File: config.mk
export PLATFORM = sky130hd
export DESIGN_NAME = bcd_minsec_timer
export DESIGN_NICKNAME = d
export VERILOG_FILES = /design/src/rtl/bcd_minsec_timer_pkg.sv /design/src/rtl/bcd_minsec_timer_digit.sv /design/src/rtl/bcd_minsec_timer.sv
export SDC_FILE = /design/constraint.sdc
export NUM_CORES = 1
export LEC_CHECK = 0
export BUFFER_PORTS_ARGS = -buffer_cell sky130_fd_sc_hd__buf_2
export CORE_MARGIN = 8
export CORE_UTILIZATION = 50
export CTS_CLUSTER_SIZE = 30
export DETAILED_ROUTE_END_ITERATION = 12
export GPL_TIMING_DRIVEN = 0
export PLACE_DENSITY = 0.69
export RECOVER_POWER = 50
export SLEW_MARGIN = 40
export SYNTH_ARGS = -nofsm -noshare
export SYNTH_HDL_FRONTEND = slang
export SYNTH_HIERARCHICAL = 1
export SYNTH_SLANG_ARGS = --single-unit
File: constraint.sdc
create_clock -name clk -period 11.25 [get_ports clk]
set_clock_uncertainty 0.15 [all_clocks]
set_input_delay 2.25 -clock clk [delete_from_list [all_inputs] [get_ports clk]]
set_output_delay 2.25 -clock clk [all_outputs]
set_load 0.005 [all_outputs]
File: src/rtl/bcd_minsec_timer_pkg.sv
// Shared definitions for the MM:SS timer: FSM states, BCD limits, time payload.
//   bcd_time_t     : packed {min tens, min units, sec tens, sec units}
//   bcd_time_valid : 1 when every digit is legal BCD and sec tens <= 5
package bcd_minsec_timer_pkg;

  localparam int unsigned DIGIT_W      = 4;
  localparam int unsigned DIGIT_MAX    = 9;
  localparam int unsigned SEC_TENS_MAX = 5;
  localparam logic [7:0]  MIN_MAX      = 8'h99;
  localparam logic [7:0]  SEC_MAX      = 8'h59;

  typedef enum logic [1:0] {
    ST_IDLE  = 2'd0,
    ST_RUN   = 2'd1,
    ST_PAUSE = 2'd2,
    ST_DONE  = 2'd3
  } state_e;

  typedef struct packed {
    logic [DIGIT_W-1:0] min_t;
    logic [DIGIT_W-1:0] min_u;
    logic [DIGIT_W-1:0] sec_t;
    logic [DIGIT_W-1:0] sec_u;
  } bcd_time_t;

  localparam bcd_time_t TIME_ZERO   = 16'h0000;
  localparam bcd_time_t TIME_MAX    = {MIN_MAX, SEC_MAX};
  // Values one step before the terminal count in each direction
  localparam bcd_time_t TIME_UP_PRE = 16'h9958;
  localparam bcd_time_t TIME_DN_PRE = 16'h0001;

  function automatic logic bcd_time_valid(input bcd_time_t t);
    return (t.min_t <= DIGIT_W'(DIGIT_MAX)) &&
           (t.min_u <= DIGIT_W'(DIGIT_MAX)) &&
           (t.sec_t <= DIGIT_W'(SEC_TENS_MAX)) &&
           (t.sec_u <= DIGIT_W'(DIGIT_MAX));
  endfunction

endpackage

File: src/rtl/bcd_minsec_timer_digit.sv
// bcd_digit: one mod-MODULUS up/down BCD digit.
//   clk, rst      : clock, synchronous active-high reset
//   en_i          : step the digit this cycle
//   up_i          : 1 = increment, 0 = decrement
//   load_i        : load load_val_i (wins over en_i)
//   load_val_i    : value to load
//   value_o       : registered digit value
//   carry_c_o     : combinational carry (up) / borrow (down) into the next digit
module bcd_digit
  import bcd_minsec_timer_pkg::*;
#(
  parameter int unsigned MODULUS = 10
) (
  input  logic               clk,
  input  logic               rst,
  input  logic               en_i,
  input  logic               up_i,
  input  logic               load_i,
  input  logic [DIGIT_W-1:0] load_val_i,
  output logic [DIGIT_W-1:0] value_o,
  output logic               carry_c_o
);

  localparam logic [DIGIT_W-1:0] TOP = DIGIT_W'(MODULUS - 1);

  logic [DIGIT_W-1:0] value_q, value_d;

  // Next value: load, else wrap-around step
  always_comb begin
    value_d = value_q;
    if (load_i) begin
      value_d = load_val_i;
    end else if (en_i) begin
      if (up_i) value_d = (value_q == TOP) ? '0 : value_q + DIGIT_W'(1);
      else      value_d = (value_q == '0) ? TOP : value_q - DIGIT_W'(1);
    end
  end

  always_ff @(posedge clk) begin
    if (rst) value_q <= '0;
    else     value_q <= value_d;
  end

  assign value_o   = value_q;
  // Digit wraps on this step, so the next digit must step too
  assign carry_c_o = en_i && !load_i && (up_i ? (value_q == TOP) : (value_q == '0));

endmodule

File: src/rtl/bcd_minsec_timer.sv
// bcd_minsec_timer: MM:SS up/down stopwatch with 1 Hz prescaler.
//   clk, rst       : clock, synchronous active-high reset
//   start_stop_i   : pulse, toggles run/pause
//   clear_i        : pulse, zero time and stop
//   load_i         : pulse, preset time from load_min_i/load_sec_i and stop
//   load_min_i/sec : BCD preset (rejected if not valid BCD / sec > 59)
//   up_down_i      : 1 = count up, 0 = count down, sampled each tick
//   min_o, sec_o   : registered BCD time
//   running_o      : registered, 1 while running
//   done_o         : registered 1-cycle pulse on terminal count
module bcd_minsec_timer
  import bcd_minsec_timer_pkg::*;
#(
  parameter int unsigned TICK_DIV = 100_000_000
) (
  input  logic       clk,
  input  logic       rst,
  input  logic       start_stop_i,
  input  logic       clear_i,
  input  logic       load_i,
  input  logic [7:0] load_min_i,
  input  logic [7:0] load_sec_i,
  input  logic       up_down_i,
  output logic [7:0] min_o,
  output logic [7:0] sec_o,
  output logic       running_o,
  output logic       done_o
);

  localparam int unsigned      PRESC_W    = (TICK_DIV > 2) ? $clog2(TICK_DIV) : 1;
  localparam logic [PRESC_W-1:0] PRESC_LAST = PRESC_W'(TICK_DIV - 1);

  state_e             state_q, state_d;
  logic [PRESC_W-1:0] presc_q, presc_d;
  logic               done_q, done_d;
  logic               running_q, running_d;

  bcd_time_t cur_t;
  bcd_time_t load_t;
  bcd_time_t dig_val;
  logic      dig_load;
  logic      step;
  logic      load_ok;
  logic      tick;
  logic      at_end;
  logic      pre_end;
  logic      su_carry, st_carry, mu_carry;
  logic      mt_carry_unused;

  assign load_t  = {load_min_i, load_sec_i};
  assign load_ok = bcd_time_valid(load_t);
  assign tick    = (state_q == ST_RUN) && (presc_q == PRESC_LAST);
  // Already at the terminal value for the current direction
  assign at_end  = up_down_i ? (cur_t == TIME_MAX) : (cur_t == TIME_ZERO);
  assign pre_end = up_down_i ? (cur_t == TIME_UP_PRE) : (cur_t == TIME_DN_PRE);

  // Next state, prescaler and time control; priority clear > load > start_stop > tick
  always_comb begin
    state_d  = state_q;
    presc_d  = presc_q;
    done_d   = 1'b0;
    step     = 1'b0;
    dig_load = 1'b0;
    dig_val  = load_t;

    if (clear_i) begin
      state_d  = ST_IDLE;
      presc_d  = '0;
      dig_load = 1'b1;
      dig_val  = TIME_ZERO;
    end else if (load_i) begin
      // An invalid preset consumes the cycle and changes nothing
      if (load_ok) begin
        state_d  = ST_IDLE;
        presc_d  = '0;
        dig_load = 1'b1;
      end
    end else if (start_stop_i) begin
      // Prescaler holds here so a pause keeps sub-second phase
      case (state_q)
        ST_RUN:            state_d = ST_PAUSE;
        ST_IDLE, ST_PAUSE: if (!at_end) state_d = ST_RUN;
        default:           state_d = state_q;
      endcase
    end else if (state_q == ST_RUN) begin
      if (tick) begin
        presc_d = '0;
        step    = !at_end;
        if (at_end || pre_end) begin
          state_d = ST_DONE;
          done_d  = 1'b1;
        end
      end else begin
        presc_d = presc_q + PRESC_W'(1);
      end
    end

    running_d = (state_d == ST_RUN);
  end

  always_ff @(posedge clk) begin
    if (rst) begin
      state_q   <= ST_IDLE;
      presc_q   <= '0;
      done_q    <= 1'b0;
      running_q <= 1'b0;
    end else begin
      state_q   <= state_d;
      presc_q   <= presc_d;
      done_q    <= done_d;
      running_q <= running_d;
    end
  end

  // Digit chain: sec units -> sec tens (mod 6) -> min units -> min tens
  bcd_digit #(.MODULUS(10)) u_sec_u (
    .clk        (clk),
    .rst        (rst),
    .en_i       (step),
    .up_i       (up_down_i),
    .load_i     (dig_load),
    .load_val_i (dig_val.sec_u),
    .value_o    (cur_t.sec_u),
    .carry_c_o  (su_carry)
  );

  bcd_digit #(.MODULUS(SEC_TENS_MAX + 1)) u_sec_t (
    .clk        (clk),
    .rst        (rst),
    .en_i       (su_carry),
    .up_i       (up_down_i),
    .load_i     (dig_load),
    .load_val_i (dig_val.sec_t),
    .value_o    (cur_t.sec_t),
    .carry_c_o  (st_carry)
  );

  bcd_digit #(.MODULUS(10)) u_min_u (
    .clk        (clk),
    .rst        (rst),
    .en_i       (st_carry),
    .up_i       (up_down_i),
    .load_i     (dig_load),
    .load_val_i (dig_val.min_u),
    .value_o    (cur_t.min_u),
    .carry_c_o  (mu_carry)
  );

  // Top digit never carries out: 99:59 and 00:00 are terminal and never stepped past
  bcd_digit #(.MODULUS(10)) u_min_t (
    .clk        (clk),
    .rst        (rst),
    .en_i       (mu_carry),
    .up_i       (up_down_i),
    .load_i     (dig_load),
    .load_val_i (dig_val.min_t),
    .value_o    (cur_t.min_t),
    .carry_c_o  (mt_carry_unused)
  );

  assign min_o     = {cur_t.min_t, cur_t.min_u};
  assign sec_o     = {cur_t.sec_t, cur_t.sec_u};
  assign running_o = running_q;
  assign done_o    = done_q;

endmodule

* Yosys cells after proc, flatten, opt, wreduce, memory -nomap -nowiden
Cells that the tools add are included.
Word-level totals: register bits after elaboration 47, input bits 22, output and inout port bits 18, word-level logic and storage cells 113
Operators by class: $add $sub $neg 9, order comparisons 4, equality and inequality tests 13, mux-type cells 49, bitwise gates (word level) 2, reductions and logical operators 28
Operators by type and width (number):
- $mux 27 | 5
- $mux 4 | 20
- $eq 16x16->1 const B | 2
- $add 27x1->27 const B | 1
- $eq 27x27->1 const B | 1
- $add 4x1->4 const B | 4
- $eq 16x1->1 const B | 1
- $logic_not 16->1 | 1
- $logic_not 4->1 | 4
- $mux 16 | 1
- $mux 2 | 8
- $sub 4x1->4 const B | 4
- $mux 1 | 14
- $eq 4x4->1 const B | 3
- $le 4x4->1 const B | 3
- $logic_and 1x1->1 | 10
- $reduce_bool 2->1 | 5
- $reduce_or 6->1 | 1
- $eq 2x1->1 const B | 2
- $eq 4x3->1 const B | 1
- $le 4x3->1 const B | 1
- $ne 2x1->1 const B | 2
- $pmux 2 s2 | 1
- $reduce_or 2->1 | 2
- other kinds (6) | 8

* Logic depth before layout (Yosys ltp)
Gate-level depths: netlist of run 1.
depth after elaboration 16, depth in mapped cells 15, gate-level depth less buffers 15

* Cells and area by module
The synthesis of run 1 kept the hierarchy.
Modules (own cells, without submodules):
- bcd_minsec_timer | times used 1, cells each 217, area each 1808.0 um^2, seq. area each 620.6 um^2
- bcd_digit (u_min_t ...) | times used 3, cells each 41, area each 310.3 um^2, seq. area each 80.1 um^2
- bcd_digit (u_sec_t) | times used 1, cells each 40, area each 321.6 um^2, seq. area each 80.1 um^2

* Least setup slack after synthesis of run 1
OpenSTA, ideal clock, no wires.
kind input to register, start point input port load_i, end point register u_min_t.value_q[1], in the netlist u_min_t/value_o[1], setup time 0.070 ns, data arrival time 6.767 ns, data required time 11.030 ns, setup slack 4.263 ns, stages on the path 13, path buffers 0, cell sequence nand2b_1 -> or3_1 -> or2_1 -> a211oi_1 -> nand2b_1 -> a2111oi_0 -> nand2b_1 -> a2111oi_2 -> nand2b_1 -> a2111oi_0 -> nand2b_1 -> a211o_1 -> a21oi_1
Between the ends: elaborated cells between the ends (all ways) 13, classes of those cells mux (5); reduce/logical (8)
RTL lines:
- from (decl) | line bcd_minsec_timer.sv:20 | input logic load_i,
- $mux 1 | line bcd_minsec_timer.sv:71 | end else if (load_i) begin
- $mux 1 | line bcd_minsec_timer.sv:66 | if (clear_i) begin
- net step | line bcd_minsec_timer.sv:42 | logic step;
- $logic_and 1x1->1 (2 in a row) | line bcd_minsec_timer_digit.sv:46 | assign carry_c_o = en_i && !load_i && (up_i ? (value_q == TOP) : (value_q == '0));
- net su_carry | line bcd_minsec_timer.sv:47 | logic su_carry, st_carry, mu_carry;
- $logic_and 1x1->1 (2 in a row) | line bcd_minsec_timer_digit.sv:46
- net st_carry | line bcd_minsec_timer.sv:47
- $logic_and 1x1->1 (2 in a row) | line bcd_minsec_timer_digit.sv:46
- net mu_carry | line bcd_minsec_timer.sv:47
- $reduce_bool 2->1 (no line)
- to (signal assigned) | line bcd_minsec_timer_digit.sv:41 | else value_q <= value_d;
- to (decl) | line bcd_minsec_timer_digit.sv:26 | logic [DIGIT_W-1:0] value_q, value_d;
The timed path passes the listed nets, and every way through them passes these cells. A chain may end at the register's enable or synchronous reset.

* Final worst setup path of run 1
start point input port up_down_i, end point register u_min_t.value_q[3], in the netlist u_min_t/value_o[3]
Between the ends: word-level cells in the longest chain between the ends 14, elaborated cells between the ends (all ways) 20, classes of those cells mux (12); reduce/logical (8)
Ends and longest elaborated chain:
- from (decl) | line bcd_minsec_timer.sv:23 | input logic up_down_i,
- $mux 1 | line bcd_minsec_timer.sv:54 | assign at_end = up_down_i ? (cur_t == TIME_MAX) : (cur_t == TIME_ZERO);
- $logic_not 1->1 | line bcd_minsec_timer.sv:88 | step = !at_end;
- $mux 1 | line bcd_minsec_timer.sv:86 | if (tick) begin
- $mux 1 | line bcd_minsec_timer.sv:85 | end else if (state_q == ST_RUN) begin
- $mux 1 | line bcd_minsec_timer.sv:78 | end else if (start_stop_i) begin
- $mux 1 | line bcd_minsec_timer.sv:71
- $mux 1 | line bcd_minsec_timer.sv:66
- net step | line bcd_minsec_timer.sv:42
- $logic_and 1x1->1 (2 in a row) | line bcd_minsec_timer_digit.sv:46
- net su_carry | line bcd_minsec_timer.sv:47
- $logic_and 1x1->1 (2 in a row) | line bcd_minsec_timer_digit.sv:46
- net st_carry | line bcd_minsec_timer.sv:47
- $logic_and 1x1->1 (2 in a row) | line bcd_minsec_timer_digit.sv:46
- net mu_carry | line bcd_minsec_timer.sv:47
- $reduce_bool 2->1 (no line)
The timed path passes the listed nets, and every way through them passes these cells. The select of a mux whose other input is x is not followed.

==> flow_metrics.tcl, run 1 <==
set metrics [dict create \
    status "complete, no violations" \
    cts.sinks 47 \
    power.leakage_nw 1.151 \
    finalNonFillerCells 499 \
    wl_per_cell_um 15.11 \
    crit_fanout 23 \
    finalMaxSlewViolations 0 \
    vias 2897 \
    hpwl_um 5539 \
    cp.arrival_ns 7.57 \
    start_util_pct 51.70 \
    avgSynthCellArea_um2 8.071 \
    cp.required_ns 11.34 \
    ir_drop_v 0.00004790 \
    ioPinCount 40 \
    totalWireLength_um 7540 \
    post_cts_buffers 0 \
    grt_start_max_net_pins 25 \
    start_kind "primary input" \
    cts-resized-gates 0 \
    criticalPathCategory "in2reg" \
    setup_viol_count_final 0 \
    clkSlewWorstSetupHoldPaths_ns 0.09 \
    tns_ns 0 \
    max_slew.worst_pin.slew_ns 1.063 \
    cts_hold_buffers 0 \
    grt_pass1_vias 2762 \
    cts_buffers 5 \
    place_congestion 0.8710 \
    core_area_um2 5886 \
    clockRootBuffer "clkbuf_8" \
    track_usage_pct 17.36 \
    synth_nets 400 \
    grt_setup_unrepaired "no" \
    placed_cells_incl_taps 491 \
    dieArea_um2 8838 \
    drc 0 \
    worstSetupEndpointType "flip-flop" \
    area_growth_pct 11.97 \
    via_per_inst 5.806 \
    fmax_ghz 0.1336 \
    fin_nets 446 \
    hp-class "reg2reg" \
    r2r_slack_ns 5.34 \
    drt_iter0_markers 228 \
    fillers 576 \
    synth_warnings 6 \
    io_buffers 39 \
    synthCells 377 \
    min_period_ns 7.482 \
    antenna_found_initial 0 \
    seqCellArea_um2 940.9 \
    insertion_delay_ns 0.31 \
    rows 28 \
    finalCritPeriodShare_pct 66.51 \
    drtAntennaViolNets 0 \
    max_slew_margin_pct 29.15 \
    grt_overflow 0 \
    first_pass_iters 4 \
    clockBufferDepth 2 \
    antenna_cells 0 \
    die_w_um 94.01 \
    die_h_um 94.01 \
    hold_depth 2 \
    reg2regPathDepth 14 \
    cts_tree "done" \
    placed_cell_area_um2 3339 \
    cts_htree_levels 2 \
    grt_pass1_wl_um 12680 \
    stdcell_area_um2 3407 \
    final_layout_size_suffix_gt1_share_pct 16.51 \
    final_util_pct 57.89 \
    hold_violations 0 \
    multi_input_area_um2 1961 \
    power_density_nw_per_um2 96.99 \
    cap_violations 0 \
    netlist_area_um2 3043 \
]
[cell type report]
cell class,count,share of cell area (%)
buffer,17,2.718
clock buffer,6,2.130
clock inverter,2,0.5141
inverter,13,1.432
multi-input combinational,300,57.55
sequential,47,27.62
tap,75,2.754
timing repair buffer,39,5.288
[flip-flops by register name, indices dropped and copies added, names as in the netlist]
signal,count
presc_q,27
u_sec_u/value_o,4
done_o,1
u_min_u/value_o,4
state_q,2
u_sec_t/value_o,4
u_min_t/value_o,4
running_o,1
[metal layers]
layer | GRT usage [%] | share of wire (%) | up-vias | wire length (um)
li1 | - | - | 1464 | -
met4 | 5.284 | 1.4 | 0 | 104
met3 | 3.357 | 4.6 | 10 | 345
met5 | 0 | 0 | - | 0
met1 | 23.07 | 49 | 1358 | 3702
met2 | 27.54 | 45 | 65 | 3387
[cell usage in the layout, fill, tap and decap left out, drive strengths merged, types with 5 or more instances in the layout]
cell type / count
a211oi: 5
o21ai: 16
a21oi: 16
buf: 34
nor2b: 19
inv: 13
nand2: 24
nand4: 10
a211o: 5
dfxtp: 47
nor3: 22
clkbuf: 28
nor2: 47
nand3: 14
nand2b: 8
xor2: 15
and3: 8
nor4: 8
or3: 7
xnor2: 19
[metrics by stage]
step           total power [mW]  hold WS, ns  setup WS (ns)
2_1_floorplan            0.2099       0.2991          4.284
3_3_place_gp             0.2270       0.3092          2.951
3_5_place_dp             0.2281       0.3225          3.767
4_1_cts                  0.3344       0.3363          4.049
5_1_grt                  0.3462       0.3697          3.342
6_report                 0.3304       0.3361          3.768
[worst max-delay path: stages]
cell and delay [ns]:
clkbuf_1 0.77, or4_1 0.25, nor2_1 0.06, mux2_2 0.27
a211oi_1 0.58, nand2b_1 0.29, a2111oi_2 0.71, nand2b_1 0.22
a2111oi_2 0.62, nand2b_1 0.31, a2111oi_2 0.62, nand2b_1 0.21
a2111o_1 0.32, o21ai_0 0.07
[final timing paths]
path                                 from                               to
setup / recovery                up_down_i  u_min_t/value_o[3]$_SDFFE_PP0P_
hold / removal    presc_q[1]$_SDFFE_PP0P_          presc_q[1]$_SDFFE_PP0P_
setup reg to reg  presc_q[7]$_SDFFE_PP0P_  u_min_t/value_o[3]$_SDFFE_PP0P_
hold reg to reg   presc_q[1]$_SDFFE_PP0P_          presc_q[1]$_SDFFE_PP0P_
[power by group]
group / switching [mW] / total (mW) / internal [mW]
sequential: 0.00604 / 0.176 / 0.170
clock: 0.0618 / 0.107 / 0.0448
combinational: 0.0281 / 0.0482 / 0.0201
Power figures use the tool's default switching activity.
==> inputs of run 2 (changes only) <==
==> constraint.sdc (replaced) <==
create_clock -name clk -period 7.6 [get_ports clk]
set_clock_uncertainty 0.15 [all_clocks]
set_input_delay 1.52 -clock clk [delete_from_list [all_inputs] [get_ports clk]]
set_output_delay 1.52 -clock clk [all_outputs]
set_load 0.005 [all_outputs]
==> run 2 against run 1 <==
Clock-buffer cell count is the same. Sequential share of layout area about the same. First-iteration DRC count unchanged. Routed wire length about the same. Final cell count unchanged.
==> flow_metrics.tcl, run 2 (synthesis results as in run 1) <==
set metrics [dict create \
    layout_commonest_cell "dfxtp_1" \
    cp_cell_sequence "buf_2, or4_1, nor2_1, mux2_2, a211oi_1, nand2b_1, a2111oi_2, nand2b_1, a2111oi_2, nand2b_1, a2111oi_2, nand2b_1, a2111o_1, o21ai_0" \
    grt_setup_unrepaired "no" \
    clockRootBuffer "clkbuf_8" \
    drc 0 \
    drt_iter0_markers 228 \
    finalNonFillerCells 499 \
    die_w_um 94.01 \
    fin_total_pwr_mw 0.4892 \
    switchingPower_mw 0.1420 \
    power_frac_comb_pct 14.6 \
    criticalPathCategory "in2reg" \
    status "complete, no violations" \
    pwr-share-clk_pct 32.2 \
    power_density_nw_per_um2 143.5 \
    fin_ws_ns 1.293 \
    cts_htree_levels 2 \
    cpPeakStageDelay_ns 0.71 \
    largest_reg_flops 27 \
    fmax_ghz 0.1586 \
    cap_violations 0 \
    cp_num_buf_inv 1 \
    antenna_found_initial 0 \
    timing.rr.start "presc_q[7]$_SDFFE_PP0P_" \
    crit_fanout 23 \
    dieArea_um2 8838 \
    hpwl_um 5539 \
    place_ws_ns 0.8467 \
    finalCritPeriodShare_pct 82.98 \
    cp_slowest_cell "a2111oi_2" \
    min_to "presc_q[1]$_SDFFE_PP0P_" \
    largest-register "presc_q" \
    cts.sinks 47 \
    r2r-end "u_min_t/value_o[3]$_SDFFE_PP0P_" \
    ir_drop_v 0.00007090 \
    r2r_slack_ns 1.69 \
    setup_viol_count_final 0 \
    cp.required_ns 7.69 \
    layout_common_cells "dfxtp_1, nor2_1, buf_2, nand2_1, clkbuf_1" \
    placed_cell_area_um2 3339 \
    cts_tree "done" \
    via_per_inst 5.804 \
    critPathTopFamily "compound AO/OA/AOI/OAI gates" \
    reg2regPathDepth 14 \
    first_pass_iters 4 \
    core_area_um2 5886 \
    seq_power_share_pct 53.2 \
    clockBufferDepth 2 \
    post_cts_buffers 0 \
    hold_start "presc_q[1]$_SDFFE_PP0P_" \
    swShare_pct 29.02 \
    track_usage_pct 17.36 \
    hold_depth 2 \
    io_buffers 39 \
    path_common_cell "nand2b_1" \
    max_slew.worst_pin.slew_ns 0.7346 \
    rows 28 \
    final_layout_size_suffix_gt1_share_pct 16.75 \
    cts-resized-gates 0 \
    tns_ns 0 \
    grt_overflow 0 \
    totalWireLength_um 7541 \
    insertion_delay_ns 0.31 \
    ioPinCount 40 \
    grt_start_max_net_pins 25 \
    die_h_um 94.01 \
    start_util_pct 51.70 \
    vias 2896 \
    wl_per_cell_um 15.11 \
    cts_buffers 5 \
    grt_pass1_vias 2762 \
    placed_cells_incl_taps 491 \
    stdcell_area_um2 3408 \
    clkSlewWorstSetupHoldPaths_ns 0.09 \
    start_kind "primary input" \
    cp.arrival_ns 6.40 \
    hold_violations 0 \
    worstSetupEndpointType "flip-flop" \
    finalMaxSlewViolations 0 \
    min_period_ns 6.307 \
    place_congestion 0.8710 \
    p_int_mw 0.3472 \
    grt_pass1_wl_um 12680 \
    drtAntennaViolNets 0 \
    cts_hold_buffers 0 \
    fin_nets 446 \
    antenna_cells 0 \
    hp-class "reg2reg" \
    max_slew_margin_pct 50.93 \
    area_growth_pct 12.01 \
    power.leakage_nw 1.153 \
]
[run 2: final cells by class]
cell class              instances  area (um2)
plain buffers                  17       92.59
clock buffers                   6       72.57
clock inverters                 2       17.52
fillers                       576        2477
inverters                      13       48.80
multi-input cells             300        1961
flip-flops and latches         47       940.9
well taps                      75       93.84
repair buffers                 39       181.4
[run 2: through the flow]
| stage | hold slack [ns] | util [%] |
|---|---|---|
| after floorplan | 0.2991 | - |
| after global placement | 0.3092 | 56.61 |
| after detailed placement | 0.3225 | 56.74 |
| after CTS | 0.3363 | 58.27 |
| after global routing | 0.3697 | 57.91 |
| final | 0.3361 | 57.91 |
[run 2: tightest hold or removal path: stages (launching register included)]
cell and delay (ns):
dfxtp_1 0.34, nand2_1 0.06, a21oi_1 0.05
[run 2: metal layers]
layer / share of wire, % / global-route usage, % / vias to the layer above
met5: 0 / 0 / -
met2: 45 / 27.54 / 65
met4: 1.4 / 5.284 / 0
met3: 4.6 / 3.357 / 10
met1: 49 / 23.07 / 1357
li1: - / - / 1464
[run 2: worst max path at each step]
| stage | cells past startpoint | start | endpoint |
|---|---|---|---|
| final | 14 | up_down_i | u_min_t/value_o[3]$_SDFFE_PP0P_ |
| after CTS | 14 | up_down_i | u_min_t/value_o[1]$_SDFFE_PP0P_ |
| after detailed placement | 14 | load_i | u_min_t/value_o[1]$_SDFFE_PP0P_ |
| after global routing | 14 | up_down_i | u_min_t/value_o[1]$_SDFFE_PP0P_ |
| after global placement | 14 | load_i | u_min_t/value_o[1]$_SDFFE_PP0P_ |
| after floorplan | 13 | load_i | u_min_t/value_o[1]$_SDFFE_PP0P_ |
[run 2: power by group through the flow]
stage	Clock [mW]	Sequential, mW	Combinational (mW)
4_1_cts	0.163	0.260	0.0725
5_1_grt	0.172	0.261	0.0795
6_report	0.158	0.260	0.0714
3_3_place_gp	0	0.265	0.0708
2_1_floorplan	0	0.264	0.0468
3_5_place_dp	0	0.265	0.0722
==> inputs of run 3 (changes only) <==
--- a/config.mk
+++ b/config.mk
@@ -11,7 +11,7 @@
 export CTS_CLUSTER_SIZE = 30
 export DETAILED_ROUTE_END_ITERATION = 12
 export GPL_TIMING_DRIVEN = 0
-export PLACE_DENSITY = 0.69
+export PLACE_DENSITY = 0.71
 export RECOVER_POWER = 50
 export SLEW_MARGIN = 40
 export SYNTH_ARGS = -nofsm -noshare
==> constraint.sdc (replaced) <==
create_clock -name clk -period 5.5 [get_ports clk]
set_clock_uncertainty 0.15 [all_clocks]
set_input_delay 1.1 -clock clk [delete_from_list [all_inputs] [get_ports clk]]
set_output_delay 1.1 -clock clk [all_outputs]
set_load 0.005 [all_outputs]
==> run 3 against run 2 <==
Register-to-register slack got worse by 1.3 ns. Clock-buffer cell count stayed put. Non-clock buffer count did not move. Utilization increased by 0.17 points. Critical path depth stayed put.
==> flow_metrics.tcl, run 3 (synthesis results as in run 1) <==
set metrics [dict create \
    clockBufferDepth 2 \
    power_density_nw_per_um2 197.0 \
    cts_hold_buffers 0 \
    reg2regPathDepth 14 \
    hpwl_um 5553 \
    min_period_ns 5.159 \
    grt_setup_unrepaired "no" \
    swShare_pct 28.87 \
    drc 0 \
    via_per_inst 5.802 \
    crit_fanout 23 \
    place_congestion 0.8940 \
    rows 28 \
    largest_reg_flops 27 \
    grt_pass1_vias 2727 \
    power.leakage_nw 1.142 \
    setup_viol_count_final 0 \
    fin_nets 446 \
    timing.rr.start "presc_q[7]$_SDFFE_PP0P_" \
    hold_depth 2 \
    grt_overflow 0 \
    vias 2895 \
    min_to "presc_q[1]$_SDFFE_PP0P_" \
    largest-register "presc_q" \
    totalWireLength_um 7527 \
    pwr-share-clk_pct 32.0 \
    fmax_ghz 0.1938 \
    core_area_um2 5886 \
    io_buffers 39 \
    cts.sinks 47 \
    cp.arrival_ns 5.24 \
    track_usage_pct 17.01 \
    layout_common_cells "dfxtp_1, nor2_1, buf_2, nand2_1, clkbuf_1" \
    start_kind "primary input" \
    first_pass_iters 4 \
    cap_violations 0 \
    hold_violations 0 \
    r2r-end "u_min_t/value_o[3]$_SDFFE_PP0P_" \
    drtAntennaViolNets 0 \
    r2r_slack_ns 0.36 \
    hold_start "presc_q[1]$_SDFFE_PP0P_" \
    criticalPathCategory "in2reg" \
    status "complete, no violations" \
    ir_drop_v 0.0001067 \
    antenna_cells 0 \
    max_slew_margin_pct 21.09 \
    die_h_um 94.01 \
    clockRootBuffer "clkbuf_8" \
    area_growth_pct 12.34 \
    antenna_found_initial 0 \
    hp-class "reg2reg" \
    finalMaxSlewViolations 0 \
    seq_power_share_pct 53.4 \
    cts-resized-gates 3 \
    worstSetupEndpointType "flip-flop" \
    cts_htree_levels 2 \
    cts_tree "done" \
    finalCritPeriodShare_pct 93.80 \
    cts_buffers 5 \
    cp.required_ns 5.58 \
    dieArea_um2 8838 \
    grt_start_max_net_pins 25 \
    drt_iter0_markers 168 \
    tns_ns 0 \
    clkSlewWorstSetupHoldPaths_ns 0.09 \
    insertion_delay_ns 0.30 \
    power_frac_comb_pct 14.6 \
    whs_ns 0.3425 \
    die_w_um 94.01 \
    post_cts_buffers 0 \
    wl_per_cell_um 15.08 \
    switchingPower_mw 0.1944 \
    max_slew.worst_pin.slew_ns 1.171 \
    p_int_mw 0.4790 \
    final_layout_size_suffix_gt1_share_pct 16.51 \
    layout_commonest_cell "dfxtp_1" \
    ioPinCount 40 \
    start_util_pct 51.70 \
    grt_pass1_wl_um 12560 \
]
[run 3: cell types whose count changed in the layout (fill, tap and decap cells not counted)]
cell        delta
a2111oi_2      -2
a2111oi_4      +2
clkinv_4       -2
a211oi_1       -1
a211oi_2       +1
buf_6          -1
clkbuf_1       +1
clkinvlp_4     +1
inv_6          +1
o21ai_0        +1
o21ai_4        -1
[run 3: critical path: stages]
cell	delay [ns]
buf_2	0.38
or4_1	0.19
nor2_1	0.05
mux2_2	0.28
a211oi_2	0.38
nand2b_1	0.24
a2111oi_4	0.55
nand2b_1	0.20
a2111oi_4	0.40
nand2b_1	0.25
a2111oi_2	0.59
nand2b_1	0.22
a2111o_1	0.32
o21ai_0	0.08
[run 3: final cells by class]
type	instances	area (um2)
sequential	47	940.9
inverter	13	48.80
clock inverter	2	16.27
multi-input combinational	300	1979
timing repair buffer	39	180.2
clock buffer	6	72.57
fill	582	2467
tap	75	93.84
buffer	17	86.33
[run 3: power by group through the flow]
| stage | sequential, mW | clock, mW | combinational (mW) |
|---|---|---|---|
| global placement | 0.367 | 0 | 0.0978 |
| CTS | 0.360 | 0.223 | 0.101 |
| global route | 0.362 | 0.235 | 0.110 |
| finish | 0.360 | 0.215 | 0.0980 |
| detailed placement | 0.367 | 0 | 0.0996 |
| floorplan | 0.365 | 0 | 0.0648 |
[run 3: metrics by stage]
stage / cell area [um2] / cells / utilization (%) / setup WS (ns) / total power, mW
CTS: 3458 / 499 / 58.76 / 0.1437 / 0.6833
floorplan: 3045 / 377 / - / 0.06576 / 0.4294
global placement: 3334 / 491 / 56.65 / -1.046 / 0.4645
finish: 3418 / 499 / 58.08 / 0.3412 / 0.6734
global route: 3418 / 499 / 58.08 / 0.01153 / 0.7057
detailed placement: 3339 / 491 / 56.74 / -0.7891 / 0.4668
[run 3: how the worst max path moves through the flow]
| stage | start | end | slack, ns | depth (start not counted) |
|---|---|---|---|---|
| floorplan | load_i | u_min_t/value_o[1]$_SDFFE_PP0P_ | 0.07 | 13 |
| global placement | up_down_i | u_min_t/value_o[1]$_SDFFE_PP0P_ | -1.05 | 14 |
| detailed placement | load_i | u_min_t/value_o[1]$_SDFFE_PP0P_ | -0.79 | 14 |
| CTS | load_i | u_min_t/value_o[3]$_SDFFE_PP0P_ | 0.14 | 14 |
| global route | presc_q[7]$_SDFFE_PP0P_ | u_min_t/value_o[3]$_SDFFE_PP0P_ | 0.01 | 14 |
| finish | up_down_i | u_min_t/value_o[3]$_SDFFE_PP0P_ | 0.34 | 14 |
[run 3: layer usage]
metal	vias up	part of all wire (%)	GRT usage (%)
li1	1466	-	-
met1	1369	47	22.50
met2	52	47	27.25
met3	8	5.1	3.677
met4	0	1.0	4.227
met5	-	0	0
